<file path="src/rtl/seq_signed_divider.sv">
// Iterative signed divider: a 2N-bit dividend over an N-bit divisor, one quotient bit per clock.
// Division runs on operand magnitudes; a final FIX cycle applies the signs to the quotient and remainder.
module seq_signed_divider #(
    parameter int N = 8
) (
    input  logic             clk,
    input  logic             rst,
    input  logic             in_valid,
    output logic             in_ready,
    input  logic [2*N-1:0]   dividend,
    input  logic [N-1:0]     divisor,
    output logic             out_valid,
    input  logic             out_ready,
    output logic [2*N-1:0]   quotient,
    output logic [N-1:0]     remainder,
    output logic             div_by_zero,
    output logic             overflow
);

    localparam int CW = $clog2(2 * N);
    localparam logic [CW-1:0] LAST_ITER = CW'(2 * N - 1);

    typedef enum logic [1:0] {
        S_IDLE,
        S_CALC,
        S_FIX,
        S_DONE
    } state_t;

    state_t r_state;
    state_t w_state_next;

    logic [2*N-1:0] r_dvd;       // dividend magnitude, shifted out as quotient bits shift in
    logic [N-1:0]   r_dsr;
    logic [N:0]     r_rem;
    logic [CW-1:0]  r_cnt;
    logic           r_sign_q;
    logic           r_sign_r;
    logic           r_dbz;
    logic           r_ovf;

    logic           w_accept;
    logic           w_zero;
    logic           w_ovf_case;
    logic [2*N-1:0] w_dvd_mag;
    logic [N-1:0]   w_dsr_mag;
    logic [N+1:0]   w_shift;
    logic [N+1:0]   w_diff;
    logic           w_ge;

    assign in_ready  = (r_state == S_IDLE);
    assign out_valid = (r_state == S_DONE);

    assign w_accept   = in_valid && (r_state == S_IDLE);
    assign w_zero     = (divisor == '0);
    assign w_ovf_case = (dividend == {1'b1, {(2*N-1){1'b0}}}) && (divisor == '1);
    assign w_dvd_mag  = dividend[2*N-1] ? -dividend : dividend;
    assign w_dsr_mag  = divisor[N-1] ? -divisor : divisor;

    // Restoring step: a set borrow bit means the trial subtraction went negative.
    assign w_shift = {r_rem, r_dvd[2*N-1]};
    assign w_diff  = w_shift - {2'b00, r_dsr};
    assign w_ge    = ~w_diff[N+1];

    always_ff @(posedge clk or posedge rst) begin
        if (rst) begin
            r_state <= S_IDLE;
        end else begin
            r_state <= w_state_next;
        end
    end

    always_comb begin
        w_state_next = r_state;
        case (r_state)
            S_IDLE: begin
                if (w_accept) begin
                    w_state_next = w_zero ? S_FIX : S_CALC;
                end
            end
            S_CALC: begin
                if (r_cnt == LAST_ITER) begin
                    w_state_next = S_FIX;
                end
            end
            S_FIX:   w_state_next = S_DONE;
            S_DONE: begin
                if (out_ready) begin
                    w_state_next = S_IDLE;
                end
            end
            default: w_state_next = S_IDLE;
        endcase
    end

    always_ff @(posedge clk or posedge rst) begin
        if (rst) begin
            r_dvd       <= '0;
            r_dsr       <= '0;
            r_rem       <= '0;
            r_cnt       <= '0;
            r_sign_q    <= 1'b0;
            r_sign_r    <= 1'b0;
            r_dbz       <= 1'b0;
            r_ovf       <= 1'b0;
            quotient    <= '0;
            remainder   <= '0;
            div_by_zero <= 1'b0;
            overflow    <= 1'b0;
        end else begin
            case (r_state)
                S_IDLE: begin
                    if (w_accept) begin
                        // A zero divisor skips CALC; a cleared magnitude makes FIX yield 0 / 0.
                        r_dvd       <= w_zero ? '0 : w_dvd_mag;
                        r_dsr       <= w_dsr_mag;
                        r_rem       <= '0;
                        r_cnt       <= '0;
                        r_sign_q    <= dividend[2*N-1] ^ divisor[N-1];
                        r_sign_r    <= dividend[2*N-1];
                        r_dbz       <= w_zero;
                        r_ovf       <= w_ovf_case;
                        div_by_zero <= 1'b0;
                        overflow    <= 1'b0;
                    end
                end
                S_CALC: begin
                    r_rem <= w_ge ? w_diff[N:0] : w_shift[N:0];
                    r_dvd <= {r_dvd[2*N-2:0], w_ge};
                    r_cnt <= r_cnt + CW'(1);
                end
                S_FIX: begin
                    // The overflow case wraps naturally: |min| / 1 with positive sign gives min.
                    quotient    <= r_sign_q ? -r_dvd : r_dvd;
                    remainder   <= r_sign_r ? -r_rem[N-1:0] : r_rem[N-1:0];
                    div_by_zero <= r_dbz;
                    overflow    <= r_ovf;
                end
                default: ;
            endcase
        end
    end

endmodule

</file>
<file path="config.mk">
export PLATFORM = sky130hd
export DESIGN_NAME = seq_signed_divider
export DESIGN_NICKNAME = d
export VERILOG_FILES = /design/src/rtl/seq_signed_divider.sv
export SDC_FILE = /design/constraint.sdc
export NUM_CORES = 1
export LEC_CHECK = 0
export ABC_AREA = 1
export CORE_MARGIN = 2
export CORE_UTILIZATION = 55
export DETAILED_ROUTE_END_ITERATION = 6
export PLACE_DENSITY = 0.81
export SLEW_MARGIN = 40
export SYNTH_ARGS = -nofsm -noshare
export SYNTH_HDL_FRONTEND = slang
export SYNTH_SLANG_ARGS = --single-unit
</file>
<file path="constraint.sdc">
create_clock -name clk -period 2.4 [get_ports clk]
set_clock_uncertainty 0.2 [all_clocks]
set_input_delay 0.24 -clock clk [delete_from_list [all_inputs] [get_ports clk]]
set_output_delay 0.24 -clock clk [all_outputs]
set_load 0.05 [all_outputs]
</file>
==> key figures <==
Die
  • Initial Util: 0.5614
  • Die ar.: 0.009003 sq mm
  • Die Wd: 94.89 um
  • IO Count: 56
  • Core Region: 0.008093 sq mm
  • Height of the chip: 94.89 um
  • # rows: 33

Worst setup path
  • Required time of the critical path: 1.96 ns
  • Critical Path AT: 1.74 ns
  • Startpoint Class: register
  • Setup Crit Path Kind: reg2out
  • Worst reg-to-reg setup slack: 0.29 ns
  • Crit. End Element: output port
  • CP Max Fanout: 4

Synthesis
  • Synthesized instance count: 626
  • Syn Nets: 673
  • #FFs+latches synth: 69
  • Syn Area/Cell: 7.257 sq um
  • Sequential area share after synthesis: 0.3801
  • Synth Cell Area: 0.004543 sq mm
  • Async SR Flop Fraction: 1.000
  • Ys Warns: 0
  • Ys flop type: dfrtp_1
  • Yosys cell types: 40
  • EDFF count, synth: 0

Clock network
  • CTS H-tree depth: 3
  • Clock slew at reported path FFs: 0.07 ns
  • TritonCTS buffer count: 9
  • Clk_lat worst skew: 0.34 ns
  • Max Root-Sink Buffers: 2
  • Clock root cell: clkbuf_8
  • CTS tree: done
  • Sink Count: 69

Detailed routing
  • Vias: 4326
  • Routed wire length: 10.74 mm
  • DRC viols: 0
  • Via-to-Cell Ratio: 5.462
  • Drt pass-1 iters: 5
  • DRT iter0 DRCs: 232
  • DR WL/cell: 13.56 um
  • Final ANT Viol Nets: 0

Status
  • Status: finished, final reports clean

Global route
  • Number of global-route vias before repair: 3974
  • First-pass GRT wire length: 18.11 mm
  • Largest net degree at the start of global routing: 70
  • Initial antenna violation count: 0
  • GRT overflow: 0
  • Total GRT Usage: 0.2536

Timing
  • Final Hold Fails: 0
  • Setup TNS: 0 ns
  • Slew Limit Fails: 0
  • F_max: 0.4579 GHz
  • Final setup vio count: 0
  • Worst-margin pin slew: 0.5549 ns
  • RSZ-0062 raised after global routing: false
  • Final period util: 0.9099
  • Post-route minimum period: 2.184 ns
  • Relative slew slack: 0.6301

Pwr
  • Switching Fraction: 0.5100
  • Seq pwr share: 0.264
  • Combinational power share: 0.614
  • P_sw: 4.258 mW
  • Leak Pwr: 2.718 nW
  • Clock power frac: 0.123
  • Cell internal pwr: 4.092 mW
  • Maximum VDD drop: 1007 uV
  • P per Cell Area: 1540 mW/mm^2

Layout
  • Layout Cells excl Fill: 792
  • Net total in the final layout: 729
  • Fraction of layout cells with a size suffix above 1: 0.06550
  • Fillers: 697
  • # diodes: 0
  • Area growth syn-to-layout: 19.33%
  • Finished layout cell area: 0.005421 sq mm

Placement
  • Buffers on Ports: 55
  • HPWL Detailed: 8.214 mm
  • Placed inst area: 0.005205 sq mm
  • Routability cong.: 0.9886
  • Placed cells: 776

Min path
  • Tightest Hold Check Type: in2async

Flow run
  • Max_cap viols: 0
==> per-stage QoR <==
step / total power, mW / setup WS (ns) / hold slack [ns] / util
2_1_floorplan: 6.019 / 0.2201 / 0.1372 / -
3_3_place_gp: 7.136 / 0.2642 / 0.2639 / 0.6432
3_5_place_dp: 7.296 / 0.2254 / 0.2724 / 0.6432
4_1_cts: 8.338 / 0.2056 / 0.09785 / 0.6696
5_1_grt: 9.095 / 0.1245 / 0.1356 / 0.6699
6_report: 8.350 / 0.2163 / 0.07983 / 0.6699
==> worst max-delay path, stage by stage, from the launching register on <==
cell and delay [ns]:
dfrtp_1 0.41, ha_1 0.19, clkdlybuf4s50_1 0.80
==> Yosys cell counts (7+ instances only) <==
cell	number	area share
nand2_1	152	0.13
inv_1	82	0.068
nand3_1	70	0.077
dfrtp_1	69	0.38
nor2_1	55	0.045
o21ai_0	37	0.041
a21oi_1	33	0.036
xor2_1	23	0.044
ha_1	18	0.050
nand4_1	9	0.012
clkbuf_1	7	0.0058
o21ai_1	7	0.0077
==> routing by layer <==
metal	GRT usage	wire (um)	vias to the layer above
li1	-	-	2149
met1	0.3572	5181	2010
met2	0.4007	4827	146
met3	0.03272	518	21
met4	0.09420	208	0
met5	0	0	-
==> power groups by stage <==
stage | clock [mW] | sequential [mW] | combinational, mW
2_1_floorplan | 0 | 2.71 | 3.31
3_3_place_gp | 0 | 2.18 | 4.95
3_5_place_dp | 0 | 2.21 | 5.09
4_1_cts | 1.04 | 2.19 | 5.11
5_1_grt | 1.08 | 2.26 | 5.75
6_report | 1.02 | 2.20 | 5.12
==> final timing paths <==
kind | from | to | cells after the start
max in group asynchronous | rst | quotient[14]$_DFFE_PP0P_ | 3
min in group clk | r_dsr[2]$_DFFE_PP0P_ | r_dsr[2]$_DFFE_PP0P_ | 2
max | r_state[0]$_DFFE_PP0P_ | out_valid | 2
max reg2reg | r_rem[2]$_DFFE_PP0P_ | r_rem[0]$_DFFE_PP0P_ | 10
min reg2reg | r_dsr[2]$_DFFE_PP0P_ | r_dsr[2]$_DFFE_PP0P_ | 2
min | rst | quotient[5]$_DFFE_PP0P_ | 3
==> flip-flops by register name, summed over array words and instances, names as in the netlist <==
signal       cells
quotient        16
r_sign_r         1
div_by_zero      1
r_cnt            4
remainder        8
r_dvd           16
r_state          2
r_dsr            8
overflow         1
r_dbz            1
r_ovf            1
r_sign_q         1
r_rem            9
==> logic make-up after synthesis <==
logic type / synth area share
and+or+nand+nor: 0.2983
xor gates and xnor gates: 0.05398
adders and majority gates: 0.05398
buffers and inverters: 0.09088
DFF: 0.3801
AOI/OAI and AO/OA: 0.1228
==> area by class of cell <==
cell class	instances	area (sq um)	area share
tap	105	131.4	0.02423
clock inverter	6	86.33	0.01592
inverter	88	330.3	0.06093
timing repair buffer	62	613.1	0.1131
clock buffer	10	127.6	0.02354
sequential	69	1727	0.3185
multi-input combinational	452	2406	0.4438
==> cell usage in the layout, fill, tap and decap left out, types with 3 or more instances in the layout <==
cell             synthesis  layout
a21oi_1                 33      33
a22oi_1                  6       6
a31oi_1                  4       4
buf_4                    3       7
clkbuf_8                 0       9
clkdlybuf4s50_1          0      54
dfrtp_1                 69      69
ha_1                    18      18
inv_1                   82      81
inv_2                    6       7
nand2_1                152     152
nand2_2                  3       3
nand3_1                 70      70
nand3b_1                 3       3
nand4_1                  9       9
nor2_1                  55      54
nor3_1                   5       5
o21ai_0                 37      37
o21ai_1                  7       7
o31ai_1                  3       3
xnor2_1                  5       5
xor2_1                  23      23
==> timing repair <==
| action | CTS | global route |
|---|---|---|
| endpoints found under the hold margin | 0 | 0 |
| gates resized for setup | 0 | 1 |
| hold buffers | 0 | 0 |
| endpoints found under the setup margin | 0 | 1 |
| setup buffers | 0 | 0 |
(Power assumes the default switching activity.)
